### src/rtl/fc_argmax_stream_if.sv
// Logit stream from the FC layer into the argmax stage.
// Master drives beats; slave answers with in_ready.
interface fc_argmax_stream_if #(
  parameter int DATA_W = 32
);
  logic              in_valid;
  logic [DATA_W-1:0] in_data;
  logic              in_last;
  logic              in_ready;

  modport master (
    output in_valid,
    output in_data,
    output in_last,
    input  in_ready
  );

  modport slave (
    input  in_valid,
    input  in_data,
    input  in_last,
    output in_ready
  );
endinterface

### src/rtl/fc_argmax_stream.sv
// Streaming argmax over N_OUT signed FC logits.
// Registers the winner and drives an active-low HEX digit.
module fc_argmax_stream #(
  parameter int N_OUT  = 10,
  parameter int DATA_W = 32,
  parameter int IDX_W  = 4
) (
  input  logic              clk,
  input  logic              reset,
  input  logic              start,
  fc_argmax_stream_if.slave s,
  output logic              busy,
  output logic              done,
  output logic [IDX_W-1:0]  class_idx,
  output logic [DATA_W-1:0] max_val,
  output logic              err,
  output logic [6:0]        hex_seg
);

  typedef enum logic [1:0] {
    IDLE,
    COLLECT,
    DONE
  } state_t;

  localparam logic [IDX_W-1:0] LAST = IDX_W'(N_OUT - 1);

  state_t                    state;
  state_t                    nxt;
  logic [IDX_W-1:0]          cnt;
  logic signed [DATA_W-1:0]  run_max;
  logic [IDX_W-1:0]          run_idx;
  logic                      early;
  logic                      acc;
  logic                      fin;
  logic                      take;
  logic [IDX_W-1:0]          win_idx;
  logic [DATA_W-1:0]         win_val;
  logic [3:0]                hex_in;

  function automatic logic [6:0] seg7(input logic [3:0] v);
    case (v)
      4'h0: seg7 = 7'b1000000;
      4'h1: seg7 = 7'b1111001;
      4'h2: seg7 = 7'b0100100;
      4'h3: seg7 = 7'b0110000;
      4'h4: seg7 = 7'b0011001;
      4'h5: seg7 = 7'b0010010;
      4'h6: seg7 = 7'b0000010;
      4'h7: seg7 = 7'b1111000;
      4'h8: seg7 = 7'b0000000;
      4'h9: seg7 = 7'b0010000;
      4'hA: seg7 = 7'b0001000;
      4'hB: seg7 = 7'b0000011;
      4'hC: seg7 = 7'b1000110;
      4'hD: seg7 = 7'b0100001;
      4'hE: seg7 = 7'b0000110;
      default: seg7 = 7'b0001110;
    endcase
  endfunction

  // Handshake outputs are pure state decodes.
  assign s.in_ready = (state == COLLECT);
  assign busy       = (state != IDLE);
  assign done       = (state == DONE);

  assign acc  = s.in_valid & s.in_ready;
  assign fin  = acc & (cnt == LAST);
  // Strict > keeps the lower index on ties.
  assign take = (cnt == '0) ||
                ($signed(s.in_data) > run_max);

  assign win_idx = take ? cnt : run_idx;
  assign win_val = take ? s.in_data : run_max;
  assign hex_in  = 4'(win_idx);

  always_ff @(posedge clk or posedge reset) begin
    if (reset) state <= IDLE;
    else       state <= nxt;
  end

  always_comb begin
    nxt = state;
    unique case (state)
      IDLE:    if (start) nxt = COLLECT;
      COLLECT: if (fin)   nxt = DONE;
      DONE:    nxt = IDLE;
      default: nxt = IDLE;
    endcase
  end

  always_ff @(posedge clk or posedge reset) begin
    if (reset) begin
      cnt       <= '0;
      run_max   <= '0;
      run_idx   <= '0;
      early     <= 1'b0;
      class_idx <= '0;
      max_val   <= '0;
      err       <= 1'b0;
      hex_seg   <= 7'b1111111;
    end else if (state == IDLE) begin
      cnt     <= '0;
      run_max <= '0;
      run_idx <= '0;
      early   <= 1'b0;
    end else if (acc) begin
      cnt     <= cnt + 1'b1;
      run_max <= win_val;
      run_idx <= win_idx;
      if (s.in_last) early <= 1'b1;
      if (fin) begin
        class_idx <= win_idx;
        max_val   <= win_val;
        err       <= early | ~s.in_last;
        hex_seg   <= seg7(hex_in);
      end
    end
  end

endmodule

### src/flat_wrapper.sv
// flat-port wrapper written by rule: the top's interface ports become plain ports
module fc_argmax_stream_flat 
#(
  parameter int N_OUT  = 10,
  parameter int DATA_W = 32,
  parameter int IDX_W  = 4
)
  (clk, reset, start, busy, done, class_idx, max_val, err, hex_seg, s_in_valid, s_in_data, s_in_last, s_in_ready);
  fc_argmax_stream_if #(.DATA_W(DATA_W)) s_i ();
  input  logic clk;
  input  logic reset;
  input  logic start;
  output logic busy;
  output logic done;
  output logic [IDX_W-1:0] class_idx;
  output logic [DATA_W-1:0] max_val;
  output logic err;
  output logic [6:0] hex_seg;
  input wire logic [$bits(s_i.in_valid)-1:0] s_in_valid;
  input wire logic [$bits(s_i.in_data)-1:0] s_in_data;
  input wire logic [$bits(s_i.in_last)-1:0] s_in_last;
  output wire logic [$bits(s_i.in_ready)-1:0] s_in_ready;
  assign s_i.in_valid = s_in_valid;
  assign s_i.in_data = s_in_data;
  assign s_i.in_last = s_in_last;
  assign s_in_ready = s_i.in_ready;
  fc_argmax_stream #(.N_OUT(N_OUT), .DATA_W(DATA_W), .IDX_W(IDX_W)) u_core (.clk(clk), .reset(reset), .start(start), .s(s_i), .busy(busy), .done(done), .class_idx(class_idx), .max_val(max_val), .err(err), .hex_seg(hex_seg));
endmodule
### config.mk
export PLATFORM = sky130hd
export DESIGN_NAME = fc_argmax_stream_flat
export DESIGN_NICKNAME = d
export VERILOG_FILES = /design/src/rtl/fc_argmax_stream_if.sv /design/src/rtl/fc_argmax_stream.sv /design/src/flat_wrapper.sv
export SDC_FILE = /design/constraint.sdc
export NUM_CORES = 1
export LEC_CHECK = 0
export CORE_ASPECT_RATIO = 0.7
export CORE_MARGIN = 2
export CORE_UTILIZATION = 50
export CTS_BUF_LIST = sky130_fd_sc_hd__clkbuf_2 sky130_fd_sc_hd__clkbuf_4 sky130_fd_sc_hd__clkbuf_8
export CTS_CLUSTER_SIZE = 20
export DETAILED_ROUTE_END_ITERATION = 10
export HOLD_SLACK_MARGIN = 0.1
export PLACE_DENSITY = 0.75
export SYNTH_ARGS = -nofsm -noshare
export SYNTH_HDL_FRONTEND = slang
export SYNTH_SLANG_ARGS = --single-unit
### constraint.sdc
create_clock -name clk -period 3.8 [get_ports clk]
set_clock_uncertainty 0.2 [all_clocks]
set_input_delay 0.57 -clock clk [delete_from_list [all_inputs] [get_ports clk]]
set_output_delay 0.57 -clock clk [all_outputs]
set_load 0.03 [all_outputs]
### Yosys cells after proc, flatten, opt, wreduce, memory -nomap -nowiden

Memory sizes are Yosys's and may differ from the RTL's. A register that Yosys moved wholly into a read port is not among the register bits.
Cells that the tools add are included.
Widths: inputs -> output; s select.

| storage, ports and cells | value |
|---|---|
| ROM bits | 112 |
| memories | 1 |
| flip-flop bits (word level) | 80 |
| RAM bits | 0 |
| input bits | 37 |
| latch bits | 0 |

| cells by class | value |
|---|---|
| multiplexer cells | 14 |
| add/sub/neg operators | 1 |
| reductions and logical operators | 9 |
| magnitude comparators | 1 |
| shift operators | 0 |
| bitwise operators | 5 |
| equal/unequal tests | 5 |
| divide/modulo/power cells | 0 |
| multiply operators | 0 |

Memories:

| name | words | width | read ports | clocked after memory_dff | write ports | RTL line | RTL |
|---|---|---|---|---|---|---|---|
| (name not given) | 16 | 7 | 1 | 1 | 0 | fc_argmax_stream.sv:42 | `case (v)` |

Operators by type and width:

| kind | count |
|---|---|
| $mux 32 | 3 |
| $gt 32x32->1 | 1 |
| $mux 4 | 5 |
| $reduce_bool 2->1 | 3 |
| $add 4x1->4 const B | 1 |
| $eq 4x4->1 const B | 1 |
| $logic_not 4->1 | 1 |
| $mux 2 | 2 |
| $ne 2x2->1 const B | 2 |
| $pmux 2 s2 | 1 |
| $reduce_and 2->1 | 2 |
| $mux 1 | 3 |
| $reduce_and 3->1 | 1 |
| $and 1x1->1 | 2 |
| $eq 2x1->1 const B | 1 |
| $eq 2x2->1 const B | 1 |
| $logic_not 2->1 | 1 |
| $not 1->1 | 2 |
| $logic_or 1x1->1 | 1 |
| $or 1x1->1 | 1 |

### Depth between registers and ports, before layout

| logic depth | value |
|---|---|
| depth in word-level cells | 5 |
| depth in mapped cells | 16 |
| mapped depth without buffers | 15 |

### Worst setup path after synthesis

No wires, ideal clock.

| path | value |
|---|---|
| path kind | input to register |
| start point | input port s_in_data[14] |
| end point | register u_core.hex_seg[3] |
| stages on the path | 13 |
| required time | 3.519 ns |
| path slack | 0.218 ns |
| buffers on the path | 1 |
| data arrival time | 3.301 ns |
| cells stage by stage | ha_1 > a21oi_1 > nand2_1 > a221o_1 > o31a_4 > o211ai_1 > buf_2 > mux2i_1 > ha_1 > inv_1 > nor4_1 > a41oi_1 > o211ai_1 |

| on the way | value |
|---|---|
| word-level cells in the longest chain between the ends | 3 |

Ends and longest elaborated chain:

| what | RTL line | RTL |
|---|---|---|
| from (decl) | flat_wrapper.sv:20 | `input wire logic [$bits(s_i.in_data)-1:0] s_in_data;` |
| $gt 32x32->1 | fc_argmax_stream.sv:71 | `($signed(s.in_data) > run_max);` |
| $logic_or 1x1->1 | fc_argmax_stream.sv:70 | `assign take = (cnt == '0) \|\|` |
| $mux 4 | fc_argmax_stream.sv:73 | `assign win_idx = take ? cnt : run_idx;` |
| to (decl) | fc_argmax_stream.sv:17 | `output logic [6:0] hex_seg` |

Every way passes these cells.
A chain may end at the register's enable or synchronous reset.

### Final worst setup path

| path | value |
|---|---|
| start point | input port s_in_data[14] |
| end point | register u_core.hex_seg[2] |

The elaborated chain is that of the path after synthesis.

==> out/metrics.csv <==
stage,metric,value,unit
run_status,status,"complete, no violations",
grt,pin count of the biggest net entering global routing,65,
min_path,worst hold stages,2,
route,DR WL/cell,16.4,µm
logic_synthesis,Post-Syn Instances,544,
floorplan,row cnt,30,
layout,Layout area overhead,33.8,%
clocking,Worst-path clk slew,0.08,ns
grt,GR Util All Layers,25.7,%
setup_path,worst path required time,3.89,ns
floorplan,# IOs,84,
grt,first-pass GRT wire length,22600,µm
route,M1 WL,6560,µm
power_and_ir_drop,power density cells,857,nW/µm²
logic_synthesis,"EDFF count, synth",0,
route,drt first pass iters,5,
route,via count,4558,
logic_synthesis,sequential area share after synthesis,43.2,%
floorplan,Initial Utilization,51.9,%
logic_synthesis,syn_area_per_cell,9.31,µm²
min_path,worst min path class,register to register,
logic_synthesis,synthesized net count,619,
route,ANT nets after route,0,
grt,vias in the first global route,4587,
setup_path,crit path kind,input port to register,
route,Vias/cell,5.65,
grt,global route overflow,0,
layout,layout cells sized above 1,18.7,%
setup_path,r2r worst-path depth,12,
setup_path,WP data arrival,3.81,ns
sta,Worst slew margin,59.9,%
clocking,worst skew pair latency,0.37,ns
power_and_ir_drop,"Power, Total",5.81,mW
clocking,Max H-tree Level,3,
sta,fmax,269,MHz
floorplan,area of the core,9760,µm²
setup_path,Startpoint Class,input port,
floorplan,Die Width,124,µm
layout,# nets final,749,
route,Residual DRC,0,
power_and_ir_drop,peak supply drop,0.556,mV
power_and_ir_drop,leakage,3.03,nW
clocking,clock sinks,87,
route,metal2 WL,5790,µm
sta,Worst-Margin Slew,0.600,ns
sta,final setup violation count,0,
setup_path,critical path peak fanout,8,
clocking,Clock Tree Root,clkbuf_8,
clocking,CTS tree,built,
route,Initial DRC Count,303,
clocking,total CTS buffers,9,
floorplan,Die ar.,11000,µm²
place,Post-DP HPWL,9590,µm
setup_path,endpoint class of the critical path,register,
route,DR top layer,met4,
logic_synthesis,Syn Std Cell Area,5060,µm²
place,Setup WS pre-CTS,-0.325,ns
clocking,CTS max path bufs,2,
sta,Tcrit/Tclk final,97.7,%
grt,initial antenna violation count,0,
floorplan,Die H,88.2,µm
clocking,"Hold-fix buffers, CTS",0,
logic_synthesis,Synth warnings,0,
logic_synthesis,Seq cells post-synth,87,
route,Routed WL,13300,µm
sta,fin worst setup slack,0.0869,ns
route,met3 WL,841,µm
logic_synthesis,Synth async-reset ratio,100,%
sta,Final min period,3.71,ns
logic_synthesis,"Distinct cells, synth",56,
logic_synthesis,commonest register cell after synthesis,dfrtp_1,
place,I/O Buffers,83,
place,GP Congestion,0.919,
layout,ant diodes,0,
sta,final slew viol count,0,
flow_run,Max Cap Viol,0,
sta,final hold vios,0,
[cells by family (layout without fill, tap and decap cells)]
| family | count (synthesis) | count (layout) | synth area share, % |
|---|---|---|---|
| muxes | 37 | 37 | 7.39 |
| DFF | 87 | 87 | 43.2 |
| and+or+nand+nor | 159 | 159 | 14.5 |
| AOI/OAI and AO/OA | 143 | 143 | 19.0 |
| xor gates and xnor gates | 2 | 2 | 0.346 |
| adders and majority gates | 38 | 38 | 9.39 |
| buffers and inverters | 78 | 213 | 6.18 |
[synth_stat cells (7+ instances only)]
cell type,n,area share [%]
nand2_1,92,6.8
dfrtp_1,80,40
o21ai_0,51,5.0
inv_1,45,3.3
ha_1,38,9.4
mux2i_1,34,6.7
o31ai_1,33,4.9
clkbuf_1,21,1.6
nor2_1,20,1.5
a21oi_1,19,1.9
nand3_1,14,1.4
buf_2,10,0.99
nand4_1,9,1.1
dfstp_2,7,3.6
[what timing repair did]
action                                  4_1_cts  5_1_grt
gates resized for setup                       0       26
setup buffers                                 0        2
endpoints found under the setup margin        0       27
[report_power, final]
group          internal, mW  switching, mW
clock network         0.309          0.344
logic                  1.55           2.02
registers              1.33          0.259
total                  3.18           2.62
[final timing paths]
check,start,end,slack (ns)
hold / removal,u_core.max_val[27],u_core.max_val[27],0.28
max in group asynchronous,reset,u_core.run_max[17],2.24
hold reg to reg,u_core.max_val[27],u_core.max_val[27],0.28
setup reg to reg,u_core.run_max[5],u_core.hex_seg[2],0.33
setup / recovery,s_in_data[14],u_core.hex_seg[2],0.09
min in group asynchronous,reset,u_core.max_val[0],0.36
[routing by layer]
metal | vias up | GRT usage [%]
met1 | 2204 | 37.2
met3 | 6 | 5.86
met2 | 148 | 40.8
met5 | - | 0
li1 | 2200 | -
met4 | 0 | 4.19
[metrics by stage]
step,util [%],TNS [ns],hold slack [ns],cells,instance area (µm²)
after floorplan,-,0,0.262,544,5060
after global placement,66.1,-5.76,0.260,789,6450
after detailed placement,66.1,-7.30,0.270,789,6450
after CTS,68.0,0,0.289,805,6640
after global routing,69.4,-0.0206,0.309,807,6770
final,69.4,0,0.281,807,6770
[layout by cell type, fill, tap and decap left out, types with 3 or more instances in the layout]
master	Yosys	layout
clkdlybuf4s50_1	0	82
o21ai_0	51	49
a31oi_1	4	3
mux2_2	3	3
o31ai_1	33	33
o211ai_1	4	4
nand3_1	14	13
clkbuf_8	0	9
ha_1	38	37
buf_4	0	64
nor2_2	0	3
inv_1	45	43
dfstp_2	7	7
nand4_1	9	9
and2_1	3	3
a21oi_1	19	18
dfrtp_1	80	80
nor2_1	20	16
o32ai_1	3	3
mux2i_1	34	33
clkinv_2	0	4
a221o_1	3	3
nand2_1	92	92
nor2b_1	3	3
[critical path: stages]
cell and delay (ns):
clkdlybuf4s50_1 0.45, ha_1 0.35, nand4_1 0.16, nor2_1 0.07
a221o_1 0.33, o31a_4 0.37, buf_4 0.16, o211a_1 0.33
o32ai_1 0.52, o21ai_0 0.17, buf_4 0.16, o22a_1 0.15
[flip-flops by register name (all words and copies together) (netlist names)]
name / cells
u_core.class_idx: 4
u_core.run_idx: 4
u_core.cnt: 4
u_core.hex_seg: 7
u_core.max_val: 32
u_core.early: 1
u_core.state: 2
u_core.err: 1
u_core.run_max: 32
[area by class of cell]
cell class              instances  area (µm²)
well taps                     128         160
multi-input cells             379        2680
clock inverters                 6        61.3
clock buffers                  10         131
flip-flops and latches         87        2190
inverters                      46         174
fillers                       770        2990
repair buffers                151        1380
Power figures use the tool's default switching activity.
